File: src/rtl/wb_write_arbiter_pkg.sv
// Shared types for the writeback arbiter.
//   REG_ADDR_W : register file address width
//   XLEN       : register data width
//   wb_entry_t : one writeback result (destination register + data)
package wb_write_arbiter_pkg;
  localparam int unsigned REG_ADDR_W = 5;
  localparam int unsigned XLEN       = 32;

  typedef struct packed {
    logic [REG_ADDR_W-1:0] rd;
    logic [XLEN-1:0]       data;
  } wb_entry_t;
endpackage

File: src/rtl/wb_fifo.sv
// Circular buffer holding p1 results that lost arbitration.
//   push/push_entry : enqueue at tail (accepted if not full, or if popping)
//   pop             : dequeue head (ignored when empty)
//   head            : current head entry
//   full/empty      : occupancy status
//   entry_valid/rd  : per-slot occupancy and destination, for hazard lookup
module wb_fifo
  import wb_write_arbiter_pkg::*;
#(
  parameter int unsigned DEPTH = 4
) (
  input  logic                              clk,
  input  logic                              rst,
  input  logic                              push,
  input  wb_entry_t                         push_entry,
  input  logic                              pop,
  output wb_entry_t                         head,
  output logic                              full,
  output logic                              empty,
  output logic [DEPTH-1:0]                  entry_valid,
  output logic [DEPTH-1:0][REG_ADDR_W-1:0]  entry_rd
);
  localparam int unsigned AW = $clog2(DEPTH);
  localparam int unsigned PW = AW + 1;

  wb_entry_t     mem [DEPTH];
  logic [PW-1:0] wr_ptr;
  logic [PW-1:0] rd_ptr;
  logic [PW-1:0] count;
  logic          do_push;
  logic          do_pop;

  // Extra pointer MSB distinguishes full from empty when low bits match.
  assign empty   = (wr_ptr == rd_ptr);
  assign full    = (wr_ptr[AW] != rd_ptr[AW]) && (wr_ptr[AW-1:0] == rd_ptr[AW-1:0]);
  assign count   = wr_ptr - rd_ptr;
  assign do_pop  = pop && !empty;
  assign do_push = push && (!full || do_pop);
  assign head    = mem[rd_ptr[AW-1:0]];

  // Pointer state.
  always_ff @(posedge clk or posedge rst) begin
    if (rst) begin
      wr_ptr <= '0;
      rd_ptr <= '0;
    end else begin
      if (do_push) wr_ptr <= wr_ptr + PW'(1);
      if (do_pop)  rd_ptr <= rd_ptr + PW'(1);
    end
  end

  // Storage needs no reset; occupancy is tracked by the pointers.
  always_ff @(posedge clk) begin
    if (do_push) mem[wr_ptr[AW-1:0]] <= push_entry;
  end

  // A slot is live when its distance from the head is below the occupancy.
  always_comb begin
    entry_valid = '0;
    entry_rd    = '0;
    for (int i = 0; i < DEPTH; i++) begin
      entry_valid[i] = {1'b0, AW'(AW'(i) - rd_ptr[AW-1:0])} < count;
      entry_rd[i]    = mem[i].rd;
    end
  end
endmodule

File: src/rtl/wb_write_arbiter.sv
// Arbitrates the ALU (p0) and load/mul (p1) writeback paths onto the single
// register file write port.
//   p0_valid/p0_ready/p0_rd/p0_data : stallable ALU result
//   p1_valid/p1_rd/p1_data          : non-stalling result, buffered on loss
//   rf_we/rf_a3/rf_wd3              : registered register file write port
//   q_addr/q_hit                    : hazard query against buffered results
//   fifo_full/overflow              : buffer status, overflow is sticky
module wb_write_arbiter
  import wb_write_arbiter_pkg::*;
#(
  parameter int unsigned DEPTH      = 4,
  parameter int unsigned STARVE_MAX = 3
) (
  input  logic                  clk,
  input  logic                  rst,
  input  logic                  p0_valid,
  output logic                  p0_ready,
  input  logic [REG_ADDR_W-1:0] p0_rd,
  input  logic [XLEN-1:0]       p0_data,
  input  logic                  p1_valid,
  input  logic [REG_ADDR_W-1:0] p1_rd,
  input  logic [XLEN-1:0]       p1_data,
  output logic                  rf_we,
  output logic [REG_ADDR_W-1:0] rf_a3,
  output logic [XLEN-1:0]       rf_wd3,
  input  logic [REG_ADDR_W-1:0] q_addr,
  output logic                  q_hit,
  output logic                  fifo_full,
  output logic                  overflow
);
  localparam int unsigned CW = $clog2(STARVE_MAX + 1);

  logic [CW-1:0]                  cnt;
  logic                           force_p0;
  logic                           grant_p0;
  logic                           grant_head;
  logic                           grant_p1;
  logic                           push_req;
  wb_entry_t                      win_entry;
  wb_entry_t                      head;
  logic                           empty;
  logic [DEPTH-1:0]               entry_valid;
  logic [DEPTH-1:0][REG_ADDR_W-1:0] entry_rd;

  wb_fifo #(.DEPTH(DEPTH)) u_fifo (
    .clk         (clk),
    .rst         (rst),
    .push        (push_req),
    .push_entry  ('{rd: p1_rd, data: p1_data}),
    .pop         (grant_head),
    .head        (head),
    .full        (fifo_full),
    .empty       (empty),
    .entry_valid (entry_valid),
    .entry_rd    (entry_rd)
  );

  // Winner select: forced p0 beats everything, otherwise head > p1 > p0.
  always_comb begin
    grant_p0   = 1'b0;
    grant_head = 1'b0;
    grant_p1   = 1'b0;
    push_req   = 1'b0;
    win_entry  = '0;
    force_p0   = p0_valid && (cnt == CW'(STARVE_MAX));
    if (force_p0) begin
      grant_p0 = 1'b1;
      push_req = p1_valid;
    end else if (!empty) begin
      grant_head = 1'b1;
      push_req   = p1_valid;
    end else if (p1_valid) begin
      grant_p1 = 1'b1;
    end else if (p0_valid) begin
      grant_p0 = 1'b1;
    end
    if (grant_p0)        win_entry = '{rd: p0_rd, data: p0_data};
    else if (grant_head) win_entry = head;
    else if (grant_p1)   win_entry = '{rd: p1_rd, data: p1_data};
  end

  assign p0_ready = grant_p0;

  // Hazard lookup covers every live entry, including one popping now.
  always_comb begin
    q_hit = 1'b0;
    for (int i = 0; i < DEPTH; i++) begin
      if (entry_valid[i] && (entry_rd[i] == q_addr)) q_hit = 1'b1;
    end
    if (q_addr == '0) q_hit = 1'b0;
  end

  // Starve counter, write port register and sticky overflow.
  always_ff @(posedge clk or posedge rst) begin
    if (rst) begin
      cnt      <= '0;
      rf_we    <= 1'b0;
      rf_a3    <= '0;
      rf_wd3   <= '0;
      overflow <= 1'b0;
    end else begin
      if (p0_valid && !grant_p0) cnt <= cnt + CW'(1);
      else                       cnt <= '0;
      // x0 winners complete but never write; address/data hold.
      rf_we <= (grant_p0 || grant_head || grant_p1) && (win_entry.rd != '0);
      if ((grant_p0 || grant_head || grant_p1) && (win_entry.rd != '0)) begin
        rf_a3  <= win_entry.rd;
        rf_wd3 <= win_entry.data;
      end
      if (push_req && fifo_full && !grant_head) overflow <= 1'b1;
    end
  end
endmodule

File: config.mk
export PLATFORM = sky130hd
export DESIGN_NAME = wb_write_arbiter
export DESIGN_NICKNAME = d
export VERILOG_FILES = /design/src/rtl/wb_write_arbiter_pkg.sv /design/src/rtl/wb_fifo.sv /design/src/rtl/wb_write_arbiter.sv
export SDC_FILE = /design/constraint.sdc
export NUM_CORES = 1
export LEC_CHECK = 0
export CAP_MARGIN = 0
export CORE_ASPECT_RATIO = 0.9
export CORE_MARGIN = 2
export CORE_UTILIZATION = 60
export CTS_BUF_LIST = sky130_fd_sc_hd__clkbuf_2 sky130_fd_sc_hd__clkbuf_4 sky130_fd_sc_hd__clkbuf_8
export CTS_CLUSTER_SIZE = 30
export DETAILED_ROUTE_END_ITERATION = 10
export GPL_TIMING_DRIVEN = 1
export HOLD_SLACK_MARGIN = 0.08
export PLACE_DENSITY = 0.93
export SYNTH_ARGS = -nofsm -noshare
export SYNTH_HDL_FRONTEND = slang
export SYNTH_SLANG_ARGS = --single-unit
File: constraint.sdc
create_clock -name clk -period 7.85 [get_ports clk]
set_clock_uncertainty 0.1 [all_clocks]
set_input_delay 0.785 -clock clk [delete_from_list [all_inputs] [get_ports clk]]
set_output_delay 0.785 -clock clk [all_outputs]
set_load 0.05 [all_outputs]
==> flow_summary.yaml <==
status:
  status: "finished clean"
floorplan:
  io_pins: 125
  placement_rows: 41
  die_y_um: 117.4
  floorplan.initialDensity_pct: 61.18
  die_x_um: 130.0
  fp.coreArea_mm2: 0.01400
  die-area_mm2: 0.01525
detailed_routing:
  route.detailed.wl_per_inst_um: 24.00
  totalWireLength_um: 19460
  num_vias: 5028
  number_of_drc_markers_after_the_initial_detailed_route_iteration: 571
  route.antenna.remaining_nets: 0
  dr.pass1.iters: 5
  vias_per_cell: 6.200
  drcViolationCount: 0
cells_and_area:
  layout-drive-gt1-share_pct: 19.58
  area_taken_by_multi_input_logic_gates_mm2: 0.002773
  area_growth_syn_to_layout_pct: 21.41
  final-seq-area_mm2: 0.005623
  antenna_cells_inserted: 0
  final.fill_count: 776
  design.final.nets: 703
  share_of_the_core_filled_with_cells_pct: 74.28
synth:
  syn-cell-area_mm2: 0.008568
  mappedNetlistNets: 582
  synth.ff_latch_count: 195
  share_of_synthesized_cell_area_in_full_adder_half_adder_and_majority_cells_pct: 2.278
  yosys.cell_types.count: 47
  yosys.area_share.simple_pct: 4.848
  synth_edf_count: 148
  synthFlopType: "edfxtp_1"
  synth_compound_gate_area_share_pct: 7.009
  netlist_instances: 484
  post_synth_xor_area_fraction_pct: 2.950
  yosysSeqAreaShare_pct: 65.60
  asyncSetResetFlopFracSynth_pct: 24.10
  synth_top_family_by_area: "multiplexers"
  ys_warn_count: 0
  multiplexer_fraction_of_the_synthesized_cell_area_pct: 15.03
  syn-mean-instance-area_um2: 17.70
setup_path:
  endpoint_kind: "output port"
  cp.required_ps: 6960
  critPathSlowestCell: "dfrtp_2"
  timing.critical_path.arrival_ps: 4090
  cpMostUsedCell: "inv_1"
  crit_path_cell_trace: "inv_1 > fa_1 > inv_1 > ha_1 > a21oi_1 > o2111ai_1 > nand4_1 > o21a_1 > clkdlybuf4s50_1"
  worst-path-max-fanout: 41
  timing_worst_setup_path_type: "reg -> out"
  critPathMaxStageDelay_ps: 1070
  crit_path_start_kind: "flop"
grt:
  gr-usage-all-layers_pct: 26.84
  antenna_found_initial: 0
  grt_pass1_wl_um: 30170
  gr-total-overflow: 0
  pin_count_of_the_biggest_net_entering_global_routing: 48
  vias_in_the_first_global_route: 5324
clocking:
  clkTransAtPathRegs_ps: 100
  cts_buffers: 17
  cts.path.max_buffers: 2
  htree_num_levels: 4
  clock-sinks: 195
  post_cts_setup_repair_bufs: 0
  hold_buffers: 0
  clk_latency_ps: 470
  clock_tree_from_tritoncts: "done"
  clock-root-buffer: "clkbuf_8"
  post_cts_resize_count: 0
placement:
  numPortBuffers: 124
  routabilityCongestion: 0.8624
  place.detailed.hpwl_um: 11980
sta:
  worst_slew_margin_rel_pct: 27.86
  finalCritPeriodShare_pct: 63.44
  rsz0062_at_grt: "no"
  period_minus_slack_ps: 4980
  finalSetupViolCount: 0
  drv_slew: 0
  timing_hold_violations_final: 0
  fmax_mhz: 200.8
  tightestPinTransition_ps: 1080
  final_setup_tns_ps: 0
hold_path:
  hold_path.class: "reg -> reg"
run:
  maxCapViolCount: 0
power_and_ir_drop:
  p_leak_nw: 3.778
  vdd_drop_max_uv: 234.4
  power.density_cell_area_mw_per_mm2: 448.2
-- Yosys cell counts (all sizes together), types with 2 or more instances --
cell / instances / area (um^2)
nor3: 6 / 30.03
nor2b: 30 / 187.7
o2111ai: 4 / 35.03
and2: 7 / 43.79
nand4: 2 / 27.53
inv: 16 / 60.06
o211a: 2 / 20.02
ha: 14 / 175.2
and2b: 2 / 15.01
nand3: 2 / 10.01
edfxtp: 148 / 4444
buf: 9 / 68.81
clkbuf: 18 / 67.56
o21ai: 8 / 43.79
mux4: 37 / 833.3
nor2: 6 / 22.52
xnor2: 14 / 122.6
a21oi: 5 / 25.02
a221o: 33 / 330.3
xor2: 14 / 130.1
nand2: 7 / 26.28
and3: 3 / 18.77
mux2: 32 / 454.2
a31oi: 2 / 12.51
dfrtp: 47 / 1176
-- where the power goes --
part	internal [mW]	total, mW	switching [mW]	leakage (nW)
combinational	1.07	2.33	1.27	1.67
sequential	1.45	1.64	0.185	1.91
clock	0.327	0.691	0.364	0.200
-- stage by stage --
step,instances,setup slack (ps),hold slack (ps),area (um^2),power [mW]
after floorplan,484,4116,315.0,8568,3.314
after global placement,779,3436,327.9,9976,3.875
after global routing,811,2672,367.9,10400,4.883
after CTS,811,2874,354.8,10400,4.670
after detailed placement,779,3375,340.9,9976,3.957
final,811,2870,344.4,10400,4.662
-- worst max-delay path: cells and delay by family (launching register included) --
kind | cells | cell delay [ps]
DFF | 1 | 1070
and+or+nand+nor | 1 | 120
buffers and inverters | 3 | 1170
adders and majority gates | 2 | 890
AOI/OAI and AO/OA | 3 | 370
-- cells by family (layout without fill, tap and decap cells) --
group,count (synthesis),count (layout)
muxes,69,69
AOI/OAI and AO/OA,65,65
and+or+nand+nor,69,69
adders and majority gates,15,15
xor gates and xnor gates,28,28
buffers and inverters,43,177
DFF,195,195
-- layer usage --
metal  wire, um  vias up  global-route usage (%)
met2       9777      277                   41.88
met1       7712     2561                   37.40
met3       1505       43                   5.657
li1           -     2147                       -
met5          0        -                       0
met4        469        0                   10.75
-- sequential cells by signal, indices dropped and copies added, names as in the netlist --
register       flops
u_fifo.mem       148
rf_wd3            32
rf_a3              5
u_fifo.rd_ptr      3
u_fifo.wr_ptr      3
cnt                2
overflow           1
rf_we              1
-- placed cells by master (no fill, tap or decap), types with 2 or more instances in the layout --
| cell type | count |
|---|---|
| mux2_2 | 7 |
| and2b_1 | 2 |
| nor2_1 | 6 |
| a21oi_1 | 5 |
| dfrtp_2 | 2 |
| and2_2 | 4 |
| clkinv_4 | 2 |
| inv_1 | 15 |
| nand3_1 | 2 |
| dfrtp_1 | 45 |
| clkdlybuf4s50_1 | 124 |
| nor3_1 | 6 |
| buf_4 | 5 |
| clkbuf_8 | 18 |
| inv_6 | 2 |
| bufinv_16 | 3 |
| and2_1 | 3 |
| mux4_2 | 37 |
| mux2_4 | 25 |
| o211a_1 | 2 |
| xor2_1 | 13 |
| a31oi_1 | 2 |
| xnor2_1 | 14 |
| a221o_1 | 33 |
| o21ai_0 | 7 |
| nor2b_1 | 30 |
| nand2_1 | 7 |
| clkinvlp_4 | 5 |
| ha_1 | 14 |
| and3_1 | 3 |
| edfxtp_1 | 148 |
| o2111ai_1 | 4 |
-- final cells by class --
class / instances / area share (%)
sequential: 195 / 54.05
timing repair buffer: 129 / 12.29
tap: 193 / 2.321
clock inverter: 14 / 1.720
inverter: 16 / 0.5773
clock buffer: 18 / 2.382
multi-input combinational: 246 / 26.65
-- final timing paths --
path                       depth (start not counted)  slack [ps]              from          endpoint
hold reg to reg                                    1         340            cnt[0]            cnt[0]
setup / recovery                                   9        2870  u_fifo.rd_ptr[1]             q_hit
max in group asynchronous                          2        6110               rst  u_fifo.rd_ptr[0]
hold / removal                                     1         340            cnt[0]            cnt[0]
min in group asynchronous                          2         800               rst        rf_wd3[29]
setup reg to reg                                   8        3400  u_fifo.rd_ptr[1]        rf_wd3[16]
Note: power is estimated with default switching activity, not from simulation.
